## config.mk

```make
export PLATFORM = sky130hd
export DESIGN_NAME = mux_lane_collector
export DESIGN_NICKNAME = d
export VERILOG_FILES = /design/src/rtl/mux_lane_collector.sv
export SDC_FILE = /design/constraint.sdc
export NUM_CORES = 1
export LEC_CHECK = 0
export ABC_CLOCK_PERIOD_IN_PS = 4200
export CORE_ASPECT_RATIO = 0.7
export CORE_MARGIN = 2
export CORE_UTILIZATION = 50
export CTS_BUF_LIST = sky130_fd_sc_hd__clkbuf_8
export DETAILED_ROUTE_END_ITERATION = 7
export PLACE_DENSITY = 0.82
export SLEW_MARGIN = 0
export SYNTH_ARGS = -nofsm -noshare
export SYNTH_HDL_FRONTEND = slang
export SYNTH_SLANG_ARGS = --single-unit
```

## constraint.sdc

```tcl
create_clock -name clk -period 4.2 [get_ports clk]
set_input_delay 0.84 -clock clk [delete_from_list [all_inputs] [get_ports clk]]
set_output_delay 0.84 -clock clk [all_outputs]
set_load 0.03 [all_outputs]
```

## src/rtl/mux_lane_collector.sv

```systemverilog
// Rebuilds an 8-bit word from a (lane select, bit) serial stream.
// A completed word is held on a valid/ready output until the consumer takes it.
module mux_lane_collector (
  input  logic       clk,
  input  logic       rst_n,
  input  logic       clr,
  input  logic       in_valid,
  input  logic       din,
  input  logic [2:0] s,
  output logic       in_ready,
  output logic [7:0] word,
  output logic       word_err,
  output logic       out_valid,
  input  logic       out_ready,
  output logic [3:0] fill_cnt
);

  localparam logic [0:0] ST_FILL = 1'b0;
  localparam logic [0:0] ST_FULL = 1'b1;

  logic [0:0] r_state;
  logic [7:0] r_mask;
  logic [7:0] r_word;
  logic       r_dup;

  logic       w_acc;
  logic [7:0] w_mask_next;
  logic [3:0] w_cnt;

  // in_ready comes from the state register alone, so there is no path from in_valid or out_ready.
  assign in_ready    = (r_state == ST_FILL);
  assign out_valid   = (r_state == ST_FULL);
  assign w_acc       = in_valid & in_ready;
  assign w_mask_next = r_mask | (8'b1 << s);

  assign word     = out_valid ? r_word : 8'h00;
  assign word_err = out_valid & r_dup;
  assign fill_cnt = w_cnt;

  always_comb begin
    // NOTE: default before the loop so every path assigns w_cnt and no latch is inferred.
    w_cnt = 4'd0;
    for (int k = 0; k < 8; k++) begin
      w_cnt = w_cnt + {3'b000, r_mask[k]};
    end
  end

  // NOTE: sequential state uses non-blocking assignments so every register samples pre-edge values.
  always_ff @(posedge clk or negedge rst_n) begin
    if (!rst_n) begin
      r_state <= ST_FILL;
      r_mask  <= 8'h00;
      r_word  <= 8'h00;
      r_dup   <= 1'b0;
    end else if (clr) begin
      r_state <= ST_FILL;
      r_mask  <= 8'h00;
      r_word  <= 8'h00;
      r_dup   <= 1'b0;
    end else begin
      case (r_state)
        ST_FILL: begin
          if (w_acc) begin
            r_word[s] <= din;
            r_mask    <= w_mask_next;
            if (r_mask[s]) begin
              r_dup <= 1'b1;
            end
            if (w_mask_next == 8'hFF) begin
              r_state <= ST_FULL;
            end
          end
        end
        ST_FULL: begin
          // r_word is kept; it is only meaningful again once out_valid rises.
          if (out_ready) begin
            r_state <= ST_FILL;
            r_mask  <= 8'h00;
            r_dup   <= 1'b0;
          end
        end
        default: r_state <= ST_FILL;
      endcase
    end
  end

endmodule

```

==> reports/qor.txt, run 1 <==
MIN PATH
--------------------------------------------------------------------------------------
Terminating pin of the worst hold path .................................. r_dup$_DFFE_PN0P_
Classification of the worst-slack hold path ............................. flip-flop to flip-flop
Hold path start ......................................................... r_dup$_DFFE_PN0P_
Number of cells on the worst hold path ..................................            1

GRT
--------------------------------------------------------------------------------------
Wire length of the first global-routing pass ............................      4.51 mm
Largest net degree at the start of global routing .......................           19
Antenna violations before repair ........................................            0
Via count of the first global-routing pass ..............................          956
Total global-route track usage ..........................................        0.226
Global route total overflow .............................................            0

PLACE
--------------------------------------------------------------------------------------
Placer's final routability congestion estimate ..........................        0.799
Count of placed standard cells including taps ...........................          176
Setup Slack @ Placement .................................................   -0.0170 ns
Detailed-placement wirelength estimate ..................................      2.10 mm
# port buffers ..........................................................           23

LOGIC SYNTHESIS
--------------------------------------------------------------------------------------
Cell type with the largest total area after synthesis ...................      dfrtp_1
Flip-flop and latch count after synthesis ...............................           18
Post-Syn Instances ......................................................          125
Synthesized Nets ........................................................          141
Total number of yosys warnings ..........................................            0
Register area share after synthesis .....................................        0.382
Cell types occupying the most area after synthesis ...................... dfrtp_1, fa_1, o21a_1
Cell area after technology mapping ......................................  0.00118 mm²
Share of Yosys cell area claimed by the top area cell type ..............        0.382
Post-Synthesis Mean Instance Area .......................................     9.43 µm²
Number of distinct standard cells referenced by the synthesized netlist .           33

WORST SETUP PATH
--------------------------------------------------------------------------------------
Reg-to-reg critical path startpoint ..................................... out_valid$_DFF_PN0_
Cell type of the slowest stage on the worst timing path ................. clkdlybuf4s50_1
Number of cells on the worst reg-to-reg path ............................            4
Worst Path Class, Setup ................................................. flip-flop to output port
Maximum fanout encountered on the critical timing path ..................            2
Slack of the worst reg-to-reg path ......................................      2.49 ns
Crit end category .......................................................  output port
Total buffers and inverters traversed by the critical path ..............            3
Crit-path leading delay family ..........................................  adder cells
FF-to-FF End ............................................................ r_word[0]$_DFFE_PN0P_
Crit path top cell by count .............................................         fa_1
Critical path arrival ...................................................      3.25 ns
Highest cell delay on the worst timing path .............................      0.67 ns
Category of the worst setup path launch point ...........................    flip-flop
Worst path cell trace ................................................... fa_1 -> inv_1 -> fa_1 -> fa_1 -> inv_1 -> ha_1 -> a21oi_1 -> nor2b_1 -> clkdlybuf4s50_1
WP data required ........................................................      3.36 ns

FINAL LAYOUT
--------------------------------------------------------------------------------------
Most used cells in the layout excluding fill and tap cells .............. clkdlybuf4s50_1, dfrtp_1, inv_1, nand2_1, nor2_1
FF+latch area ...........................................................      450 µm²
Count of placed standard cells in the final layout, fillers left out ....          179
Final net count .........................................................          165
Fraction of layout instances using a drive strength above 1 .............       0.0748
Number of antenna diodes ................................................            0
Layout overhead on the synthesized area .................................        24.7%
Core utilization of the finished layout .................................        0.671
Filler Cell Count .......................................................          182
Most common library cell in the layout ignoring fill and taps ........... clkdlybuf4s50_1
Area of the multi-input gates ...........................................      648 µm²

CTS
--------------------------------------------------------------------------------------
CTS Root Cell ...........................................................     clkbuf_8
Maximum clock insertion buffer count ....................................            2
Clock transition at path regs ...........................................      0.07 ns
CTS tree ................................................................          yes
Later-pin clock latency in the skew report ..............................      0.25 ns
CTS sink cnt ............................................................           18
Number of hold buffers added after cts ..................................            0
CTS Buf Count ...........................................................            3
Clock H-tree levels .....................................................            1

PWR
--------------------------------------------------------------------------------------
Static Leak .............................................................     0.625 nW
Peak VDD IR .............................................................       166 µV
Power density over cell area ............................................   250 mW/mm²

TIMING
--------------------------------------------------------------------------------------
Final count of hold timing violations ...................................            0
Minimum clock period after layout .......................................      4.09 ns
Setup repair after global routing missed its margin .....................           no
Largest clock skew in the final design ..................................   0.00440 ns
TNS Setup ...............................................................         0 ns
Worst path setup slack after routing ....................................     0.115 ns
Pins Over Slew Limit ....................................................            0
Final setup violating endpoints .........................................            0
Hold WS .................................................................     0.490 ns
Fmax ....................................................................    0.245 GHz
Transition time of the tightest slew-check pin ..........................     0.793 ns
Final period utilization ................................................        0.973
Max-Slew Margin vs Limit ................................................        0.470

DRT
--------------------------------------------------------------------------------------
Detailed Routing Iterations Pass 1 ......................................            4
Number of nets with antenna violations after detailed routing ...........            0
Average wire length per cell after detail routing .......................      15.9 µm
Ratio of routed vias to standard cells ..................................         5.60
Count of unresolved DRC violations after routing ........................            0
Total Routed Length .....................................................      2.85 mm
Number of DRC markers after the initial detailed-route iteration ........           85
Routed vias .............................................................        1,002

FLOORPLAN
--------------------------------------------------------------------------------------
Chip Width ..............................................................      62.0 µm
Placeable core area .....................................................  0.00219 mm²
Initial Utilization .....................................................        0.538
Die footprint ...........................................................  0.00277 mm²
I/O Pins ................................................................           24
Height of the die .......................................................      44.6 µm
Number of standard-cell rows in the floorplan ...........................           14

JOB
--------------------------------------------------------------------------------------
Max-Cap Viols ...........................................................            0

STATUS
--------------------------------------------------------------------------------------
Outcome ................................................................. finished, final reports clean

-- logic make-up after synthesis --
kind of cell / share of synthesized area
compound gates: 0.162
flops: 0.382
fa+ha+maj: 0.0998
buf+inv: 0.0679
simple gates: 0.213
xor+xnor: 0.00743
mux: 0.0669
-- per-stage QoR --
| stage | total power, W | area [µm²] |
|---|---|---|
| after floorplan | 0.000225 | 1180 |
| after global placement | 0.000248 | 1430 |
| after detailed placement | 0.000252 | 1430 |
| after CTS | 0.000369 | 1480 |
| after global routing | 0.000384 | 1470 |
| final | 0.000368 | 1470 |
-- layer usage --
metal	part of all wire	up-vias	GRT usage
met2	0.49	52	0.358
li1	-	467	-
met3	0.087	2	0.0614
met1	0.42	481	0.321
met5	0	-	0
met4	0.0025	0	0.0298
-- timing repair --
| action | CTS | global route |
|---|---|---|
| buffers inserted | 0 | 0 |
| setup endpoints to repair | 1 | 1 |
| gates resized for setup | 2 | 1 |
-- worst register-to-register path: stages (launching register included) --
cell and delay (ns):
dfrtp_1 0.56, or3b_1 0.56, nor3_4 0.19, mux2i_1 0.21
nor2_1 0.06
-- where the power goes --
part / leakage (nW) / internal [W] / switching (W)
combinational: 0.355 / 0.0000270 / 0.0000396
sequential: 0.249 / 0.000178 / 0.00000405
clock: 0.0216 / 0.0000637 / 0.0000557
-- sequential cells by signal (all words and copies together), names as in the netlist --
signal	cells
r_mask	8
r_word	8
out_valid	1
r_dup	1
-- area by class of cell --
cell class                      instances  share of cell area
Sequential cell                        18               0.306
Inverter                               12              0.0306
Tap cell                               32              0.0272
Timing Repair Buffer                   26               0.167
Multi-Input combinational cell         88               0.441
Clock buffer                            3              0.0281
-- Yosys cell counts --
cell / n
nand3_1: 1
nand3b_1: 3
inv_1: 12
nor3_2: 1
ha_1: 3
mux2i_1: 3
a21oi_1: 8
o41ai_1: 1
nor3_4: 1
nor3b_1: 2
nand2_1: 10
nor2b_1: 1
fa_1: 4
xnor2_1: 1
and2_1: 9
a32o_1: 1
nor2_1: 10
nor4_1: 1
clkbuf_1: 2
mux4_2: 1
a31oi_1: 2
a21o_1: 1
buf_2: 4
nand2b_1: 2
a22oi_1: 1
nand4b_1: 1
dfrtp_1: 18
and3b_1: 1
o21ai_0: 9
mux4_1: 1
o21a_1: 8
buf_4: 1
or3b_1: 1
-- worst max-delay path by stage --
| stage | from | end | slack, ns | cells past startpoint |
|---|---|---|---|---|
| global placement | r_mask[0]$_DFFE_PN0P_ | fill_cnt[1] | 0.09 | 10 |
| detailed placement | r_mask[0]$_DFFE_PN0P_ | fill_cnt[1] | -0.02 | 10 |
| CTS | r_mask[0]$_DFFE_PN0P_ | fill_cnt[1] | 0.008 | 10 |
| finish | r_mask[0]$_DFFE_PN0P_ | fill_cnt[3] | 0.11 | 9 |
| global route | r_mask[0]$_DFFE_PN0P_ | fill_cnt[3] | 0.02 | 9 |
| floorplan | r_mask[0]$_DFFE_PN0P_ | fill_cnt[2] | 0.34 | 9 |
Power figures use the tool's default switching activity.
==> inputs of run 2 (changes only) <==
--- a/config.mk
+++ b/config.mk
@@ -5,13 +5,13 @@
 export SDC_FILE = /design/constraint.sdc
 export NUM_CORES = 1
 export LEC_CHECK = 0
-export ABC_CLOCK_PERIOD_IN_PS = 4200
+export ABC_CLOCK_PERIOD_IN_PS = 4500
 export CORE_ASPECT_RATIO = 0.7
 export CORE_MARGIN = 2
-export CORE_UTILIZATION = 50
+export CORE_UTILIZATION = 53
 export CTS_BUF_LIST = sky130_fd_sc_hd__clkbuf_8
 export DETAILED_ROUTE_END_ITERATION = 7
-export PLACE_DENSITY = 0.82
+export PLACE_DENSITY = 0.86
 export SLEW_MARGIN = 0
 export SYNTH_ARGS = -nofsm -noshare
 export SYNTH_HDL_FRONTEND = slang
==> constraint.sdc (replaced) <==
create_clock -name clk -period 4.5 [get_ports clk]
set_input_delay 0.9 -clock clk [delete_from_list [all_inputs] [get_ports clk]]
set_output_delay 0.9 -clock clk [all_outputs]
set_load 0.03 [all_outputs]
==> run 2 against run 1 <==
Critical path depth rose by 1. Setup slack improved by 0.033 ns. Critical endpoint is now fill_cnt[2]. Register-to-register slack gained 0.30 ns. Flip-flop and latch count unchanged. Worst hold slack improved by 0.016 ns. Clock skew decreased by 0.0033 ns. Clock power rose by 13%. Die area decreased by 5.2%. First-iteration DRC count fell by 52%. Highest routed layer unchanged. Power decreased by 0.36%. Combinational power fell by 7.1%. Global-route usage increased by 1.8 points.
==> reports/qor.txt, run 2 (synthesized netlist as in run 1, its figures left out) <==
FLOORPLAN
-----------------------------------------------------------------------------------
Die footprint ........................................................  0.00262 mm²   -5.2%
Height of the die ....................................................      43.5 µm   -2.6%
Placeable core area ..................................................  0.00212 mm²   -3.2%
Chip Width ...........................................................      60.4 µm   -2.7%
Number of standard-cell rows in the floorplan ........................           14   unchanged
Initial Utilization ..................................................        0.556   +0.0178
I/O Pins .............................................................           24   unchanged

MIN PATH
-----------------------------------------------------------------------------------
Terminating pin of the worst hold path ............................... r_dup$_DFFE_PN0P_
Classification of the worst-slack hold path .......................... flip-flop to flip-flop
Number of cells on the worst hold path ...............................            1   unchanged
Hold path start ...................................................... r_dup$_DFFE_PN0P_

CTS
-----------------------------------------------------------------------------------
Clock H-tree levels ..................................................            1   unchanged
CTS Buf Count ........................................................            3   unchanged
Later-pin clock latency in the skew report ...........................      0.26 ns   about the same
CTS sink cnt .........................................................           18   unchanged
Maximum clock insertion buffer count .................................            2   unchanged
CTS Root Cell ........................................................     clkbuf_8
Clock transition at path regs ........................................      0.07 ns   about the same
CTS tree .............................................................          yes
Post-CTS Setup Bufs ..................................................            0   unchanged

FINAL LAYOUT
-----------------------------------------------------------------------------------
Fraction of layout instances using a drive strength above 1 ..........       0.0483   -0.0266
Count of placed standard cells in the final layout, fillers left out .          177   -1.1%
Most used cells in the layout excluding fill and tap cells ........... clkdlybuf4s50_1, dfrtp_1, inv_1, nand2_1, nor2_1
Largest registers .................................................... r_mask (8), r_word (8)
Final net count ......................................................          162   -1.8%
Number of antenna diodes .............................................            0   unchanged
Most common library cell in the layout ignoring fill and taps ........ clkdlybuf4s50_1
Filler Cell Count ....................................................          162   -11%
Core utilization of the finished layout ..............................        0.692   +0.0204
Layout overhead on the synthesized area ..............................        24.4%

DRT
-----------------------------------------------------------------------------------
Average wire length per cell after detail routing ....................      15.5 µm   -2.6%
Routed vias ..........................................................        1,029   +2.7%
Ratio of routed vias to standard cells ...............................         5.81   +3.9%
Number of DRC markers after the initial detailed-route iteration .....           41   -52%
Detailed Routing Iterations Pass 1 ...................................            5   +1
Count of unresolved DRC violations after routing .....................            0   unchanged
Number of nets with antenna violations after detailed routing ........            0   unchanged
Total Routed Length ..................................................      2.75 mm   -3.6%

PWR
-----------------------------------------------------------------------------------
Peak VDD IR ..........................................................       222 µV   +34%
Static Leak ..........................................................     0.622 nW   -0.47%
PnR Total Power ......................................................   0.000366 W   -0.36%
Power density over cell area .........................................   250 mW/mm²   -0.11%

STATUS
-----------------------------------------------------------------------------------
Outcome .............................................................. finished, final reports clean

GRT
-----------------------------------------------------------------------------------
Global route total overflow ..........................................            0   unchanged
Wire length of the first global-routing pass .........................      4.54 mm   +0.78%
Antenna violations before repair .....................................            0   unchanged
Total global-route track usage .......................................        0.244   +0.0181
Largest net degree at the start of global routing ....................           19   unchanged
Via count of the first global-routing pass ...........................          990   +3.6%

TIMING
-----------------------------------------------------------------------------------
Pins Over Slew Limit .................................................            0   unchanged
Fmax .................................................................    0.230 GHz
Hold WS ..............................................................     0.506 ns   +0.0164 ns
TNS Setup ............................................................         0 ns   unchanged
Max-Slew Margin vs Limit .............................................        0.462   -0.00798
Minimum clock period after layout ....................................      4.35 ns
Largest clock skew in the final design ...............................   0.00113 ns   -0.00327 ns
Final period utilization .............................................        0.967
Setup repair after global routing missed its margin ..................           no
Final setup violating endpoints ......................................            0   unchanged
Transition time of the tightest slew-check pin .......................     0.805 ns   +0.0119 ns
Final count of hold timing violations ................................            0   unchanged

PLACE
-----------------------------------------------------------------------------------
Detailed-placement wirelength estimate ...............................      2.08 mm   -0.63%
Placer's final routability congestion estimate .......................        0.849   +6.3%
Count of placed standard cells including taps ........................          173   -1.7%
# port buffers .......................................................           23   unchanged

WORST SETUP PATH
-----------------------------------------------------------------------------------
Cell type of the slowest stage on the worst timing path ..............         fa_1
WP data required .....................................................      3.60 ns   +0.24 ns
Crit path top cell by count ..........................................         fa_1
Crit-path leading delay family .......................................  adder cells
Category of the worst setup path launch point ........................    flip-flop
Highest cell delay on the worst timing path ..........................      0.55 ns   -0.12 ns
Worst path cell trace ................................................ fa_1 -> inv_1 -> fa_1 -> fa_1 -> inv_1 -> ha_1 -> inv_1 -> fa_1 -> xnor2_1 -> dlygate4sd2_1
Worst Path Class, Setup .............................................. flip-flop to output port
Number of cells on the worst reg-to-reg path .........................            4   unchanged
Maximum fanout encountered on the critical timing path ...............            5   +3
Reg-to-reg critical path startpoint .................................. out_valid$_DFF_PN0_
FF-to-FF End ......................................................... r_word[0]$_DFFE_PN0P_
Crit end category ....................................................  output port
Total buffers and inverters traversed by the critical path ...........            4   +1
Critical path arrival ................................................      3.45 ns   +0.20 ns
Slack of the worst reg-to-reg path ...................................      2.79 ns   +0.30 ns

JOB
-----------------------------------------------------------------------------------
Max-Cap Viols ........................................................            0   unchanged

==> run 2: cell types whose count changed in the layout (fill, tap and decap cells not counted), sizes merged <==
cell,change
dlygate4sd2,+2
buf,-4
==> run 2: area by class of cell <==
class | instances | area [µm²] | area share
Inverter | 12 | 45.0 | 0.0307
Sequential cell | 18 | 450 | 0.307
Multi-Input combinational cell | 88 | 648 | 0.442
Timing Repair Buffer | 23 | 228 | 0.155
Clock buffer | 4 | 55.1 | 0.0375
Tap cell | 32 | 40.0 | 0.0273
==> run 2: repair_timing <==
action	CTS	global route
setup endpoints to repair	2	0
hold buffers	0	0
resized for setup	2	0
==> run 2: metal layers <==
metal	global-route usage	wire, µm	vias to the layer above
met2	0.385	1310	51
met5	0	0	-
met1	0.297	1110	504
li1	-	-	463
met3	0.0925	230	11
met4	0.116	100	0
==> run 2: power breakdown <==
part,switching (W),internal (W),total [W]
clock network,0.0000563,0.0000779,0.000134
logic,0.0000371,0.0000248,0.0000619
registers,0.00000436,0.000166,0.000170
total,0.0000978,0.000269,0.000366
==> run 2: worst max path at each step <==
stage / start / endpoint / slack [ns] / cells after the start
floorplan: r_mask[0]$_DFFE_PN0P_ / fill_cnt[2] / 0.58 / 9
global placement: r_mask[0]$_DFFE_PN0P_ / fill_cnt[2] / 0.28 / 10
detailed placement: r_mask[0]$_DFFE_PN0P_ / fill_cnt[2] / 0.16 / 10
CTS: r_mask[0]$_DFFE_PN0P_ / fill_cnt[2] / 0.13 / 10
global route: r_mask[0]$_DFFE_PN0P_ / fill_cnt[2] / 0.02 / 10
finish: r_mask[0]$_DFFE_PN0P_ / fill_cnt[2] / 0.15 / 10
==> run 2: per-stage QoR <==
| stage | area (µm²) | setup slack [ns] |
|---|---|---|
| after floorplan | 1180 | 0.580 |
| after global placement | 1410 | 0.276 |
| after detailed placement | 1410 | 0.155 |
| after CTS | 1470 | 0.131 |
| after global routing | 1470 | 0.0245 |
| final | 1470 | 0.148 |
==> run 2: worst reg2reg max path, stage by stage, from the launching register on <==
cell and delay (ns):
dfrtp_1 0.54, or3b_1 0.56, nor3_4 0.21, mux2i_1 0.21, nor2_1 0.06
